<file path="src/rtl/wb_pkg.sv">
// Shared types for the writeback stage.
// Load sizes and the upstream payload bundle.
package wb_pkg;

  localparam int XLEN    = 64;
  localparam int RADDR_W = 5;

  typedef enum logic [1:0] {
    SZ_B = 2'd0,
    SZ_H = 2'd1,
    SZ_W = 2'd2,
    SZ_D = 2'd3
  } load_size_t;

  typedef struct packed {
    logic [RADDR_W-1:0] rd;
    logic               rd_we;
    logic               is_load;
    load_size_t         size;
    logic               is_unsigned;
    logic [2:0]         addr_lo;
    logic [XLEN-1:0]    alu_result;
    logic [XLEN-1:0]    mem_rdata;
  } wb_req_t;

endpackage

</file>
<file path="src/rtl/load_align.sv">
// Load data alignment and extension.
// Also reports natural-alignment violations.
module load_align
  import wb_pkg::*;
(
  input  logic [XLEN-1:0] rdata,
  input  logic [2:0]      addr_lo,
  input  load_size_t      size,
  input  logic            is_unsigned,
  output logic [XLEN-1:0] data,
  output logic            misaligned
);

  logic [XLEN-1:0] sh;
  logic            sx;

  assign sh = rdata >> {addr_lo, 3'b000};
  assign sx = !is_unsigned;

  always_comb begin
    data       = sh;
    misaligned = 1'b0;
    unique case (size)
      SZ_B: begin
        data = {{56{sx & sh[7]}}, sh[7:0]};
      end
      SZ_H: begin
        data       = {{48{sx & sh[15]}}, sh[15:0]};
        misaligned = addr_lo[0];
      end
      SZ_W: begin
        data       = {{32{sx & sh[31]}}, sh[31:0]};
        misaligned = |addr_lo[1:0];
      end
      SZ_D: begin
        data       = sh;
        misaligned = |addr_lo;
      end
    endcase
  end

endmodule

</file>
<file path="src/rtl/wb_stage.sv">
// Writeback stage: one-entry pipeline register
// driving the register-file write port.
module wb_stage #(
  parameter int XLEN    = 64,
  parameter int RADDR_W = 5,
  parameter int CNT_W   = 64
) (
  input  logic               clk,
  input  logic               reset,
  input  logic               in_valid,
  output logic               in_ready,
  input  logic [RADDR_W-1:0] in_rd,
  input  logic               in_rd_we,
  input  logic               in_is_load,
  input  logic [1:0]         in_size,
  input  logic               in_unsigned,
  input  logic [2:0]         in_addr_lo,
  input  logic [XLEN-1:0]    in_alu_result,
  input  logic [XLEN-1:0]    in_mem_rdata,
  input  logic               halt,
  input  logic               flush,
  output logic               rf_we,
  output logic [RADDR_W-1:0] rf_rd,
  output logic [XLEN-1:0]    rf_wdata,
  output logic               fwd_valid,
  output logic [RADDR_W-1:0] fwd_rd,
  output logic [XLEN-1:0]    fwd_data,
  output logic               misalign_err,
  output logic [CNT_W-1:0]   instret
);

  import wb_pkg::*;

  wb_req_t          req_d;
  wb_req_t          req_q;
  logic             valid_q;
  logic [CNT_W-1:0] instret_q;
  logic             commit;
  logic             mis_raw;
  logic             mis;
  logic [XLEN-1:0]  ld_data;
  logic [XLEN-1:0]  result;

  always_comb begin
    req_d             = '0;
    req_d.rd          = in_rd;
    req_d.rd_we       = in_rd_we;
    req_d.is_load     = in_is_load;
    req_d.size        = load_size_t'(in_size);
    req_d.is_unsigned = in_unsigned;
    req_d.addr_lo     = in_addr_lo;
    req_d.alu_result  = in_alu_result;
    req_d.mem_rdata   = in_mem_rdata;
  end

  assign in_ready = !valid_q || !halt;
  assign commit   = valid_q && !halt && !flush;

  always_ff @(posedge clk or negedge reset) begin
    if (!reset) begin
      valid_q <= 1'b0;
      req_q   <= '0;
    end else if (flush) begin
      valid_q <= 1'b0;
    end else if (in_valid && in_ready) begin
      valid_q <= 1'b1;
      req_q   <= req_d;
    end else if (!(valid_q && halt)) begin
      valid_q <= 1'b0;
    end
  end

  always_ff @(posedge clk or negedge reset) begin
    if (!reset) begin
      instret_q <= '0;
    end else if (commit) begin
      instret_q <= instret_q + 1'b1;
    end
  end

  load_align u_align (
    .rdata       (req_q.mem_rdata),
    .addr_lo     (req_q.addr_lo),
    .size        (req_q.size),
    .is_unsigned (req_q.is_unsigned),
    .data        (ld_data),
    .misaligned  (mis_raw)
  );

  assign mis    = req_q.is_load && mis_raw;
  assign result = req_q.is_load ? ld_data : req_q.alu_result;

  assign rf_we = commit && req_q.rd_we
              && (req_q.rd != '0) && !mis;
  assign rf_rd    = req_q.rd;
  assign rf_wdata = result;

  assign fwd_valid = rf_we;
  assign fwd_rd    = rf_rd;
  assign fwd_data  = rf_wdata;

  assign misalign_err = commit && mis;
  assign instret      = instret_q;

endmodule

</file>
<file path="config.mk">
export PLATFORM = sky130hd
export DESIGN_NAME = wb_stage
export DESIGN_NICKNAME = d
export VERILOG_FILES = /design/src/rtl/wb_pkg.sv /design/src/rtl/load_align.sv /design/src/rtl/wb_stage.sv
export SDC_FILE = /design/constraint.sdc
export NUM_CORES = 1
export LEC_CHECK = 0
export CORE_MARGIN = 8
export CORE_UTILIZATION = 51
export CTS_CLUSTER_SIZE = 10
export DETAILED_ROUTE_END_ITERATION = 10
export PLACE_DENSITY = 0.93
export RECOVER_POWER = 50
export SYNTH_ARGS = -nofsm -noshare
export SYNTH_HDL_FRONTEND = slang
export SYNTH_SLANG_ARGS = --single-unit
export TNS_END_PERCENT = 10
</file>
<file path="constraint.sdc">
create_clock -name clk -period 6.8 [get_ports clk]
set_input_delay 1.02 -clock clk [delete_from_list [all_inputs] [get_ports clk]]
set_output_delay 1.02 -clock clk [all_outputs]
set_load 0.01 [all_outputs]
</file>
==> results.md, run 1 <==
- Status: finished, violations left
- Failing checks: capacitance limit, slew limit
- Hold path start: instret[53]
- Layout cell share with drive strength beyond 1: 18.9%
- Post-synth top area share: 45.2%
- Clock network power share: 27.7%
- HPWL after detailed placement: 28500 um
- Sequential Power Share: 34.6%
- Crit. Startpoint: req_q[129]
- First-pass GRT wire length: 58000 um
- Count leader, synth: dfrtp_1
- Pin count of the biggest net entering global routing: 173
- Fin crit share: 77.4%
- Nets: 1453
- Commonest cells post-synth: dfrtp_1 (206), mux2_2 (144), nor2_1 (86), buf_4 (78), mux2i_1 (53)
- Setup ws final: 1.54 ns
- Fin. max-slew vios: 351
- Area growth from synthesis to layout: 33.7%
- Worst skew pair latency: between 0.5 and 0.6 ns
- Post-route ant nets: 0
- Initial antenna violation count: 2
- Top post-synthesis cells by area: dfrtp_1 (45%), mux2_2 (14%), buf_4 (5.1%), mux2i_1 (4.7%), xnor2_1 (3.5%)
- Comb power frac: a little under two fifths
- CTS H-tree lvls: 1
- Worst Hold Depth: 1
- CP arrival: about 4.2 ns
- Skew final: 0.0128 ns
- WHS: 0.503 ns
- R2R Path Start: valid_q
- Post-Place Cells: 1559
- Fin crit period: 5.26 ns
- I/O pin total: 352
- Post-DR wirelength/cell: 23.9 um
- Simple-Gate Fraction of Synth Area: 12.9%
- Width of the die: 165 um
- R2R depth: 4
- #FFs+latches synth: 206
- Switching power: between 1 and 1.5 mW
- CP max stage cell: dfrtp_2
- Synth Warn #: 0
- Routability cong.: around 0.91
- Port bufs: 351
- CTS Root Cell: clkbuf_16
- Syn_nets: 1199
- Int Pwr: 3.03 mW
- Worst path cell trace: mux2_2 > o2bb2ai_1 > o41ai_4 > nor3_4 > buf_4 > a21oi_2 > clkdlybuf4s50_1
- Sw Share: approximately 33%
- Yosys top cell by area: dfrtp_1
- Power Density: 297 mW/mm2
- Finished Core Util: between 60% and 70%
- Remaining DRCs: 0
- CTS sink count: between 200 and 250
- Gate Count Post-Synth: 1052
- Global route overflow: 0
- Place WS: roughly 2.1 ns
- CTS buffer count: 25
- Vias in the first global route: 9772
- CTS tree: built
- WS Path Type: reg2out
- Flop2flop setup slack: 2.93 ns
- Via count: 9379
- Post-synthesis compound-gate area fraction: 8.93%
- # setup viols final: 0
- Endpoint of the worst register-to-register path: fwd_rd[3]
- Hold-fix buffers at CTS: 0
- Chip Height: roughly 170 um
- Main synth FF type: dfrtp_1
- Worst-Margin Slew: approximately 3.7 ns
- Max-Cap Viols: 3
- Row count: 54
- Cell Area, Synth: 0.0114 mm2
- Post-CTS Setup Bufs: 0
- EDFF count, synth: 0
- VDD IR max: 0.000264 V
- Longest Clk Path Bufs: 3
- Post-synthesis xor/xnor area fraction: between 4 and 5%
- CP max stage delay: about 0.97 ns
- Mux contribution to synthesized area: 20.3%
- Total die area: 0.0274 mm2
- Asr flop ratio synth: 100%
- Relative slew slack: -146%
- Hold crit path type: reg2reg
- Worst Hold End: instret[53]
- CTS clk-pin slew, worst paths: 0.06 ns
- Synth cell types: 50
- 1st-pass router iterations: 5
- Hold Fails Final Rpt: 0
- Worst EP required: 5.78 ns
- DR iter-0 viols: between 700 and 800
- Via-to-Cell Ratio: 5.86
- Post-synthesis sequential area ratio: 45.2%
- Initial core utilization: between 50 and 60%
- Startpoint Class: flip-flop
- Gr usage total: 27.3%
- Crit-path max FO: between 40 and 50
- Worst setup EP type: output port
- Syn_area_per_cell: 10.8 um2
- Setup_tns: 0 ns
- Core area: between 0.02 and 0.025 mm2
- Leak: 6.20 nW
- Cell Count, Final, Fillers Out: 1600
- RSZ-0062 raised after global routing: no
- Area share of fa/ha/maj cells after synthesis: 0.110%
- Fmax achieved: around 190 MHz
- Post-cts sizing count: 0
- Main combinational cell family by area after synthesis: multiplexers
- Total wire length: 38300 um
==> state kept, by name, indices dropped and copies added, names as in the netlist <==
register  flops
valid_q       1
req_q       136
instret      64
fwd_rd        5
==> worst max path at each step <==
| stage | to |
|---|---|
| detailed placement | fwd_data[45] |
| global route | req_q[134] |
| finish | fwd_data[39] |
| global placement | fwd_data[39] |
| floorplan | rf_wdata[63] |
| CTS | fwd_data[39] |
==> critical path, delay by kind of cell (launching register included) <==
kind,cells,cell delay (ns)
flip-flops,1,0.97
AND/OR/NAND/NOR,1,0.67
AO/OA/AOI/OAI,3,0.64
multiplexers,1,0.45
buffers and inverters,2,0.97
==> cell usage in the layout, fill, tap and decap left out, types with 10 or more instances in the layout <==
cell type / n
clkdlybuf4s50_1: 347
dfrtp_1: 203
mux2_2: 144
nor2_1: 86
mux2i_1: 53
nand2_1: 50
xnor2_1: 45
nand3_1: 40
a21oi_2: 40
a21oi_1: 33
o21ai_0: 33
clkbuf_16: 25
nand4_1: 24
xor2_1: 18
a211oi_1: 17
nor2b_1: 15
nor3_1: 11
nand2b_1: 11
and3_1: 10
==> final cells by class <==
cell class / count / area, um2
clock inverters: 3 / 68.8
inverters: 8 / 30.0
fillers: 1572 / 6660
flip-flops and latches: 206 / 5160
repair buffers: 361 / 3580
clock buffers: 32 / 662
diodes: 6 / 15.0
multi-input cells: 704 / 5360
well taps: 280 / 350
==> per-layer routing <==
layer  up-vias  GRT usage [%]  share of wire, %
met5         -              0                 0
met4         0           10.3               3.4
met3        82           5.95               7.7
met2       469           46.8                50
met1      4670           33.2                39
li1       4158              -                 -
==> power by group through the flow <==
stage / registers (mW) / logic (mW) / clock network (mW)
2_1_floorplan: 1.49 / 1.04 / 0
3_3_place_gp: 1.57 / 1.67 / 0
3_5_place_dp: 1.58 / 1.69 / 0
4_1_cts: 1.56 / 1.71 / 1.27
5_1_grt: 1.58 / 1.81 / 1.31
6_report: 1.57 / 1.70 / 1.25
==> kinds of logic (layout without fill, tap and decap cells) <==
family | Yosys count | in the layout
compound gates | 147 | 147
xor+xnor | 63 | 63
fa+ha+maj | 1 | 1
buf+inv | 142 | 404
flops | 206 | 206
mux | 204 | 204
other cells | 0 | 6
simple gates | 289 | 289
==> through the flow <==
step / cell area, um2 / total power [mW]
after floorplan: 11400 / 2.53
after global placement: 14500 / 3.23
after detailed placement: 14500 / 3.27
after CTS: 15200 / 4.53
after global routing: 15200 / 4.71
final: 15200 / 4.52
Note: power is estimated with default switching activity, not from simulation.
==> run 2: changes to the inputs <==
Settings changed: CORE_UTILIZATION 51 to 43, PLACE_DENSITY 0.93 to 0.85.
Clock period 6.8 ns to 4.8 ns, I/O delays scaled along.
==> run 2 against run 1 <==
Effect of this change: the run still ends with capacitance limit, slew limit left; via count shrank 2.8%; critical path depth shrank 1; non-clock buffer count grew 3; die area grew 17%; global-route usage shrank 4.9 points; routed wire length shrank 2.6%; sequential power grew 41%; largest cell class unchanged.
==> results.md, run 2 (synthesized netlist as in run 1, its figures left out) <==
- Relative slew slack: -107%
- Initial core utilization: 43.7%
- Hold crit path type: reg2reg
- Failing checks: capacitance limit, slew limit
- Worst EP required: ~4.1 ns
- Int Pwr: 4.24 mW
- Chip Height: roughly 180 um
- Worst setup EP type: output port
- Setup_tns: 0 ns
- Fmax achieved: 225 MHz
- Longest Clk Path Bufs: 3
- Final Instance Area: 0.0153 mm2
- Hold-fix buffers at CTS: 0
- Placement Cell Area: 0.0146 mm2
- # setup viols final: 0
- Via count: between 9000 and 10000
- Routability cong.: 0.915
- Sequential Area: 0.00516 mm2
- Most flop-heavy register: req_q
- Setup ws final: 0.346 ns
- Skew final: 0.00879 ns
- Post-cts sizing count: 0
- Most common cell after layout, fill and taps aside: clkdlybuf4s50_1
- Core area: between 0.02 and 0.03 mm2
- HPWL after detailed placement: 28400 um
- CP max stage cell: buf_4
- Buf/Inv on CP: 2
- Multi-input gate area: 0.00537 mm2
- Fin crit period: between 4 and 5 ns
- Max reg flops: 136
- Remaining DRCs: 0
- Sw Share: between 30% and 40%
- Width of the die: ~180 um
- Global route overflow: 0
- Max-Cap Viols: 3
- CP max stage delay: 0.66 ns
- CP top delay family: buffers and inverters
- Initial antenna violation count: 3
- I/O pin total: between 300 and 400
- Total die area: 0.0320 mm2
- Total wire length: about 37000 um
- Post-CTS Setup Bufs: 0
- Crit-path max FO: 61
- RSZ-0062 raised after global routing: no
- CTS clk-pin slew, worst paths: ~0.06 ns
- Commonest non-fill, non-tap cells in the layout: clkdlybuf4s50_1 (348), dfrtp_1 (203), mux2_2 (144), nor2_1 (86), mux2i_1 (53)
- Place WS: 0.965 ns
- Startpoint Class: flip-flop
- Gr usage total: 22.4%
- Comb power frac: 38.2%
- Row count: between 50 and 60
- CTS H-tree lvls: 1
- Fin crit share: approximately 93%
- Fillers: 2173
- Clock network power share: between 20% and 30%
- Flop2flop setup slack: between 1 and 1.5 ns
- Vias in the first global route: 9355
- First-pass GRT wire length: between 50000 and 60000 um
- Pin count of the biggest net entering global routing: 118
- CTS Root Cell: clkbuf_16
- Worst path cell trace: buf_4 > mux2i_1 > mux2i_1 > a21oi_1 > a21oi_1 > clkdlybuf4s50_1
- 1st-pass router iterations: 5
- Fin. max-slew vios: 260
- CTS sink count: 206
- Status: finished, violations left
- Layout cell share with drive strength beyond 1: about a fifth
- Leak: between 6 and 7 nW
- CTS buffer count: 25
- WS Path Type: reg2out
- Worst-Margin Slew: 3.11 ns
- Hold Fails Final Rpt: 0
- Post-DR wirelength/cell: 22.5 um
- CTS tree: built
- Switching power: around 2.1 mW
- CP arrival: between 3 and 4 ns
- Via-to-Cell Ratio: 5.50
- Post-route ant nets: 0
- Nets: about 1500
- DR iter-0 viols: roughly 730
- Sequential Power Share: 35.0%
- Port bufs: 351
- Worst skew pair latency: 0.51 ns
- Area growth from synthesis to layout: 34.5%
- Power Density: about 410 mW/mm2
- VDD IR max: 0.000299 V
==> run 2: power by group through the flow <==
stage / clock network, mW / logic (mW) / registers, mW
floorplan: 0 / 1.48 / 2.11
global placement: 0 / 2.39 / 2.22
detailed placement: 0 / 2.42 / 2.24
CTS: 1.74 / 2.43 / 2.21
global route: 1.80 / 2.56 / 2.25
finish: 1.70 / 2.42 / 2.22
==> run 2: through the flow <==
stage	total power [mW]	cells	hold WS, ns	util (%)
after floorplan	3.59	1052	0.424	-
after global placement	4.62	1617	0.457	56.1
after detailed placement	4.66	1617	0.462	56.1
after CTS	6.39	1651	0.325	58.8
after global routing	6.61	1654	0.510	58.7
final	6.34	1658	0.467	58.8
==> run 2: layer usage <==
metal	part of all wire [%]	routed length [um]	track usage (%)
met1	42	15800	29.8
met2	47	17500	35.7
met3	7.5	2780	4.68
met5	0	0	0
met4	3.4	1260	8.30
==> run 2: final timing paths <==
check	startpoint	endpoint	cells past startpoint
min in group asynchronous	reset	req_q[25]	1
max	req_q[129]	rf_wdata[5]	6
max reg2reg	valid_q	req_q[130]	4
min reg2reg	instret[63]	instret[63]	1
max in group asynchronous	reset	req_q[129]	1
min	instret[63]	instret[63]	1
==> run 2: cell type report <==
class | count | share of cell area, %
diodes | 7 | 0.114
clock buffers | 32 | 4.32
clock inverters | 2 | 0.229
inverters | 8 | 0.196
multi-input cells | 704 | 35.0
flip-flops and latches | 206 | 33.7
well taps | 335 | 2.74
repair buffers | 364 | 23.7
==> run 3: changes to the inputs <==
Settings changed: SETUP_SLACK_MARGIN set to 0.4.
==> run 3 against run 2 <==
Effect of this change: the run still ends with capacitance limit, slew limit left; hold slack is essentially flat; clock power is essentially flat; critical path depth is the same; final area is essentially flat; global-route usage is the same; die area is the same; final cell count is essentially flat; setup slack gained 0.20 ns; clock skew shrank 0.00052 ns; via count grew 0.24%; critical path type unchanged; critical endpoint unchanged; largest cell class unchanged; largest power group unchanged.
==> results.md, run 3 (synthesized netlist as in run 1, its figures left out) <==
- CTS tree: built
- Area growth from synthesis to layout: 34.5%
- Fillers: 2174
- Core area: roughly 0.026 mm2
- Most common cell after layout, fill and taps aside: clkdlybuf4s50_1
- Skew final: 0.00828 ns
- Sw Share: 33.1%
- Initial core utilization: between 40% and 50%
- Setup ws final: 0.544 ns
- M1 GR Usage: 29.8%
- 1st-pass router iterations: 5
- Switching power: 2.10 mW
- Crit-path max FO: 61
- Buf/Inv on CP: 2
- Total die area: between 0.03 and 0.04 mm2
- Width of the die: between 150 and 200 um
- Layout cell share with drive strength beyond 1: 19.1%
- # setup viols final: 0
- CTS clk-pin slew, worst paths: 0.06 ns
- Nets: 1456
- CTS buffer count: 25
- Setup_tns: 0 ns
- Max-Cap Viols: 3
- CP arrival: ~3.5 ns
- Worst EP required: just over 4 ns
- Flop2flop setup slack: around 1.5 ns
- Sequential Area: a little over 0.005 mm2
- Worst Hold End: instret[63]
- CTS Root Cell: clkbuf_16
- Global-route met3 utilization: 4.68%
- Critical path depth: 6
- Pin count of the biggest net entering global routing: approximately 120
- Longest Clk Path Bufs: 3
- R2R depth: 4
- Via count: 9136
- I/O pin total: approximately 350
- Total wire length: 37300 um
- Fmax achieved: ~230 MHz
- Hold-fix buffers at CTS: 0
- Commonest non-fill, non-tap cells in the layout: clkdlybuf4s50_1 (348), dfrtp_1 (203), mux2_2 (144), nor2_1 (86), mux2i_1 (53)
- Met2 usage: 35.7%
- RSZ-0062 raised after global routing: no
- Worst-Margin Slew: 3.12 ns
- Endpoint of the worst register-to-register path: req_q[130]
- GRT busiest layer: met2
- VDD IR max: 0.000299 V
- HPWL after detailed placement: 28400 um
- Multi-input gate area: 0.00537 mm2
- Initial antenna violation count: 3
- Worst path cell trace: buf_6 > mux2i_1 > mux2i_1 > a21oi_1 > a21oi_1 > clkdlybuf4s50_1
- Leak: 6.21 nW
- Hold Fails Final Rpt: 0
- Hold crit path type: reg2reg
- Post-route ant nets: 0
- Comb power frac: 38.2%
- Status: finished, violations left
- Clock network power share: between 20% and 30%
- Port bufs: 351
- Relative slew slack: -108%
- Failing checks: capacitance limit, slew limit
- R2R Path Start: valid_q
- Place WS: just under 1 ns
- First-pass GRT wire length: between 50000 and 60000 um
- Sequential Power Share: 35.0%
- WS Path Type: reg2out
- Worst Hold Depth: 1
- Fin. max-slew vios: 260
- Most flop-heavy register: req_q
- WHS: 0.466 ns
- Fin crit period: 4.26 ns
- CP max stage cell: dfrtp_4
- Global route overflow: 0
- Power Density: 414 mW/mm2
- Worst skew pair latency: 0.51 ns
- Routability cong.: 0.915
- Startpoint Class: flip-flop
- Gr usage total: 22.4%
- Worst setup EP type: output port
- Row count: 59
- CTS H-tree lvls: 1
- Remaining DRCs: 0
- CTS sink count: roughly 210
- DR iter-0 viols: 757
- Chip Height: approximately 180 um
- Vias in the first global route: 9355
- Fin crit share: 88.7%
- Int Pwr: about 4.2 mW
- CP max stage delay: 0.58 ns
- CP top delay family: buffers and inverters
- Post-DR wirelength/cell: 22.5 um
- Via-to-Cell Ratio: between 5 and 6
- Hold path start: instret[63]
- Max reg flops: between 100 and 150
[run 3: changes by cell type in the layout (fill, tap and decap cells not counted), sizes merged]
cell	delta
diode	-1
[run 3: worst max path at each step]
stage / end / slack (ns) / startpoint
CTS: fwd_data[31] / 0.40 / req_q[128]
global placement: rf_wdata[5] / 1.00 / req_q[129]
finish: rf_wdata[5] / 0.54 / req_q[129]
global route: rf_wdata[16] / 0.42 / req_q[128]
floorplan: rf_wdata[63] / 1.96 / req_q[129]
detailed placement: fwd_data[31] / 0.97 / req_q[128]
[run 3: per-layer routing]
metal | routed length, um | vias to the layer above
met5 | 0 | -
met4 | 1310 | 0
met3 | 2830 | 70
met2 | 17500 | 413
met1 | 15600 | 4490
li1 | - | 4163
[run 3: worst register-to-register path, cell delays in order, from the launching register on]
cell      delay, ns
dfrtp_1        0.37
nand2_1        0.11
nand3b_1       0.12
clkbuf_2       1.99
mux2_2         0.62
[run 3: layout make-up]
cell class,instances,share of cell area [%]
multi-input cells,704,35.0
flip-flops and latches,206,33.7
repair buffers,364,23.7
clock buffers,32,4.32
well taps,335,2.74
clock inverters,2,0.229
inverters,8,0.196
diodes,6,0.0980
[run 3: timing repair]
item,in CTS,in global routing
resized for setup,0,3
endpoints found under the hold margin,0,0
buffers inserted,0,0
endpoints found under the setup margin,0,81
[run 3: power by group through the flow]
| stage | Sequential (mW) | Combinational [mW] | Clock (mW) |
|---|---|---|---|
| after floorplan | 2.11 | 1.48 | 0 |
| after CTS | 2.21 | 2.43 | 1.74 |
| after global routing | 2.25 | 2.56 | 1.80 |
| final | 2.22 | 2.42 | 1.70 |
| after global placement | 2.22 | 2.39 | 0 |
| after detailed placement | 2.24 | 2.42 | 0 |
[run 3: metrics by stage]
step                      total power, mW  utilization [%]  instances  area (um2)
after floorplan                      3.59                -       1052       11400
after global placement               4.62             56.1       1617       14600
after detailed placement             4.66             56.1       1617       14600
after CTS                            6.39             58.8       1651       15300
after global routing                 6.61             58.8       1654       15300
final                                6.34             58.8       1657       15300
==> RTL edit 1 (flow settings as in run 2) <==
`RADDR_W` is set to 5 in 2 places; all go to 6.
--- a/src/rtl/wb_pkg.sv
+++ b/src/rtl/wb_pkg.sv
@@ -3,7 +3,7 @@
 package wb_pkg;
 
   localparam int XLEN    = 64;
-  localparam int RADDR_W = 5;
+  localparam int RADDR_W = 6;
 
   typedef enum logic [1:0] {
     SZ_B = 2'd0,
--- a/src/rtl/wb_stage.sv
+++ b/src/rtl/wb_stage.sv
@@ -2,7 +2,7 @@
 // driving the register-file write port.
 module wb_stage #(
   parameter int XLEN    = 64,
-  parameter int RADDR_W = 5,
+  parameter int RADDR_W = 6,
   parameter int CNT_W   = 64
 ) (
   input  logic               clk,
Ports: changed (resized fwd_rd, in_rd and rf_rd); port bits go from 352 to 355. The function was not compared with the original's and may differ.
==> RTL edit 1 against run 2 <==
The run still ends with max-capacitance violations, max-slew violations left; synthesized cell count up 0.86%; setup slack worse by 0.087 ns; routed wire length is 5.3% higher; sequential cell count is 1 higher; design area grew 0.94%; area after synthesis up 0.63%; total power grew 1.2%; core utilization rose by 0.38 points; critical path type unchanged; highest routed layer is now met5.
==> RTL edit 1: results (changes against run 2) <==
- Outcome: complete, but fails checks
- Top cells by area, synth: dfrtp_1 45%, mux2_2 14%, buf_4 5.0%
- Fraction of layout cells with a size suffix above 1: 17.6% (-1.5 points)
- Capturing point of the worst reg2reg path: req_q[63]
- Clk_lat worst skew: 0.53 ns (+0.02 ns)
- P_leak: 6.38 nW (+2.7%)
- Die Span X: 179 µm (+0.28%)
- CP startpoint: req_q[130]
- Max-cap viol count: 4 (+1)
- Via count: 9234 (+1.3%)
- Layout net count: 1467 (+0.76%)
- First-pass GRT wire length: 58.2 mm (+4.8%)
- Worst-margin pin slew: 2.63 ns (-0.480 ns)
- CP max stage cell: dfrtp_1
- Drt total wl: 39.3 mm (+5.3%)
- Routability cong.: 0.908 (-0.78%)
- Slew Limit Fails: 226 (-13%)
- Crit path max-delay family: compound AO/OA/AOI/OAI gates
- Worst VDD drop: 0.222 mV (-26%)
- Starting DRT DRC Count: 543 (-25%)
- Total GRT Usage: 23.7% (+1.3 points)
- Crit-path max FO: 24 (-61%)
- Largest net degree at the start of global routing: 86 (-27%)
- Flop-to-flop setup slack: 1.78 ns (+0.31 ns)
- Synth unique cells: 49 (-2.0%)
- Clk_skew: 0.00962 ns (+0.000824 ns)
- Hold crit path type: in -> async
- Post-Syn Nets: 1209 (+0.83%)
- Initial antenna violation count: 11 (+8)
- Violated checks: max-capacitance violations, max-slew violations
==> RTL edit 1: layer usage <==
metal,up-vias,routed length [µm],part of all wire [%],global-route usage (%)
li1,4160,-,-,-
met1,4554,14500,37,26.7
met2,411,19000,48,40.2
met3,91,4080,10,8.45
met5,-,119,0.30,0
met4,18,1560,4.0,10.0
==> RTL edit 1: per-stage QoR <==
| step | util (%) | hold WS (ns) | std cells | setup slack [ns] |
|---|---|---|---|---|
| detailed placement | 56.3 | 0.464 | 1626 | 0.894 |
| global placement | 56.3 | 0.459 | 1626 | 0.945 |
| global route | 59.2 | 0.245 | 1666 | 0.0593 |
| finish | 59.2 | 0.219 | 1667 | 0.259 |
| CTS | 59.2 | 0.219 | 1665 | 0.289 |
| floorplan | - | 0.424 | 1061 | 1.93 |
==> RTL edit 1: area by class of cell <==
| type | instances | area (µm²) |
|---|---|---|
| clock buffers | 37 | 753 |
| well taps | 335 | 419 |
| inverters | 13 | 48.8 |
| fillers | 2155 | 10700 |
| flip-flops and latches | 207 | 5190 |
| multi-input cells | 705 | 5410 |
| repair buffers | 366 | 3620 |
| diodes | 2 | 5.00 |
| clock inverters | 2 | 13.8 |
==> RTL edit 1: how the worst min path moves through the flow <==
stage | depth (start not counted) | slack (ns) | from | endpoint
after floorplan | 0 | 0.42 | reset | fwd_rd[0]
after global routing | 1 | 0.25 | reset | req_q[71]
after global placement | 1 | 0.46 | instret[63] | instret[63]
after detailed placement | 1 | 0.46 | instret[63] | instret[63]
final | 1 | 0.22 | reset | req_q[69]
after CTS | 1 | 0.22 | reset | req_q[101]
==> RTL edit 1: power breakdown <==
part / total, W / switching [W] / internal (W)
registers: 0.00224 / 0.000269 / 0.00197
clock network: 0.00178 / 0.000711 / 0.00107
logic: 0.00240 / 0.00111 / 0.00129
==> RTL edit 1: cell families after synthesis <==
logic type,after synthesis,synth area share [%]
adders and majority gates,1,0.109
DFF,207,45.2
and+or+nand+nor,307,13.5
muxes,201,21.6
xor gates and xnor gates,63,4.81
buffers and inverters,149,7.73
AOI/OAI and AO/OA,133,7.03
==> RTL edit 2 (flow settings as in run 2) <==
Made on the original files. Make the reset (`reset`) synchronous in 2 clocked blocks.
--- a/src/rtl/wb_stage.sv
+++ b/src/rtl/wb_stage.sv
@@ -56,7 +56,7 @@
   assign in_ready = !valid_q || !halt;
   assign commit   = valid_q && !halt && !flush;
 
-  always_ff @(posedge clk or negedge reset) begin
+  always_ff @(posedge clk) begin
     if (!reset) begin
       valid_q <= 1'b0;
       req_q   <= '0;
@@ -70,7 +70,7 @@
     end
   end
 
-  always_ff @(posedge clk or negedge reset) begin
+  always_ff @(posedge clk) begin
     if (!reset) begin
       instret_q <= '0;
     end else if (commit) begin
Function: differs if reset is asserted again (counterexample within 4 cycles, from zero or initial values and one cycle with reset low); with reset held inactive, the same outputs for 4 cycles.
==> RTL edit 2 against run 2 <==
The run still ends with max-capacitance violations, max-slew violations left; routed wire length is 10% higher; sequential cell count stayed put; hold slack worse by 0.014 ns; register-to-register slack better by 0.50 ns; critical path depth is 1 higher; area after synthesis is 4.9% lower; setup slack worse by 0.0097 ns; core utilization is 0.20 points lower; die area is 4.4% lower; first-iteration DRC count is 36% higher; design area is 4.5% lower; highest routed layer is now met5.
Power is not compared: it rests on default switching activity, and its combinational part moved more than twofold at a synthesized area within 25%.
==> RTL edit 2: results (changes against run 2) <==
- Capturing point of the worst reg2reg path: instret[43]
- Port buffer count: 351 (unchanged)
- Flop-to-flop setup slack: 1.97 ns (+0.50 ns)
- CP max stage cell: o2111a_1
- Worst-margin pin slew: 1.90 ns (-1.21 ns)
- CP startpoint: req_q[129]
- Largest Register: req_q
- Slew Limit Fails: 113 (-57%)
- Synth unique cells: 49 (-2.0%)
- GRT met2 Usage: 44.7% (+9.0 points)
- Highest routed layer: met5
- Outcome: complete, but fails checks
- Met1 wire length: 15.7 mm (-0.48%)
- Grt met1 use: 29.7% (-0.051 points)
- Starting DRT DRC Count: 987 (+36%)
- Root Driver: clkbuf_16
- WL met2: 20.2 mm (+15%)
- Layout net count: 1808 (+24%)
- Routability cong.: 0.940 (+2.7%)
- Hold Path Depth: 2 (+1)
- CTS Buf Count: 25 (unchanged)
- Final Util: 58.6% (-0.20 points)
- CP peak stage delay: 0.86 ns (+0.20 ns)
- Asr flop ratio synth: 0% (-100 points)
- Worst EP arrival: 3.74 ns (about the same)
- Worst VDD drop: 0.249 mV
- Seq/Total Area, Yosys: 38.1% (-7.2 points)
- R2R cell count: 6 (+2)
- P_leak: 5.19 nW
- Hold Path End: req_q[81]
- Reg-to-Reg Start: valid_q
- Fill cells: 2233 (+2.8%)
- Net switching power figure: 0.00111 W
- Max clock buf depth: 3 (unchanged)
- Drt pass-1 iters: 5 (unchanged)
- Dpl hpwl: 30.8 mm (+8.3%)
- Violated checks: max-capacitance violations, max-slew violations
- Placed cell area: 0.0139 mm² (-4.7%)
- Top cells by area, synth: dfxtp_1 38%, nand2_1 12%, a21oi_1 10%
- Met3 usage in global routing: 6.48% (+1.8 points)
- Crit path max-delay family: compound AO/OA/AOI/OAI gates
- Met3 WL: 3.87 mm (+39%)
- Largest net degree at the start of global routing: 113 (-4.2%)
- Total GRT Usage: 25.4% (+3.0 points)
- WL per Instance: 20.6 µm (-8.6%)
- Clk_skew: 0.0135 ns (+0.00471 ns)
- Max-cap viol count: 1 (-2)
- Post-Syn Nets: 1592 (+33%)
- First-pass GRT wire length: 62.7 mm (+13%)
- Via count: 11100 (+22%)
- Overflow after GRT: 0 (unchanged)
- Hold crit path type: reg -> reg
- Hold_sp: req_q[81]
- Fraction of layout cells with a size suffix above 1: 4.32% (-15 points)
- Post-synth top cells: 341 x nand2_1, 222 x a21oi_1, 206 x dfxtp_1
- Clk slew on worst S/H paths: 0.06 ns (about the same)
- Clk_lat worst skew: 0.52 ns
- End point of the critical path: fwd_data[50]
- Htree depth: 1 (unchanged)
- Crit-path max FO: 31 (-49%)
RTL edit 2: cell type report:
cell class              count  share of cell area (%)
flip-flops and latches    206                    28.3
multi-input cells        1055                    38.9
well taps                 330                    2.82
clock inverters             1                   0.205
diodes                      2                  0.0342
clock buffers              33                    4.62
repair buffers            364                    24.9
inverters                   9                   0.257
RTL edit 2: logic make-up (layout without fill, tap and decap cells):
family	Yosys count	count (layout)	synth area share, %
xor+xnor	51	51	4.12
buf+inv	184	407	9.33
mux	63	63	6.64
other cells	0	2	0
fa+ha+maj	1	1	0.115
simple gates	615	615	25.4
compound gates	325	325	16.3
flops	206	206	38.1
RTL edit 2: power by group through the flow:
| stage | registers (W) | clock network (W) | logic, W |
|---|---|---|---|
| 2_1_floorplan | 0.00183 | 0 | 0.000397 |
| 3_5_place_dp | 0.00186 | 0 | 0.000722 |
| 4_1_cts | 0.00183 | 0.00174 | 0.000728 |
| 5_1_grt | 0.00183 | 0.00181 | 0.000775 |
| 3_3_place_gp | 0.00186 | 0 | 0.000716 |
| 6_report | 0.00183 | 0.00171 | 0.000722 |
RTL edit 2: stage by stage:
step,setup slack (ns),total power (W),hold WS (ns),instances
final,0.337,0.00427,0.452,2000
after global placement,1.02,0.00258,0.442,1964
after detailed placement,0.938,0.00259,0.448,1964
after floorplan,2.06,0.00223,0.433,1445
after global routing,0.184,0.00442,0.468,2000
after CTS,0.383,0.00429,0.455,1998
RTL edit 2: worst register-to-register path: stages (launching register included):
cell and delay, ns:
dfxtp_1 0.37, nor3b_1 0.90, and2_0 0.40, nand4_2 0.33, nor4_1 0.44, xnor2_1 0.17, nor2_1 0.06
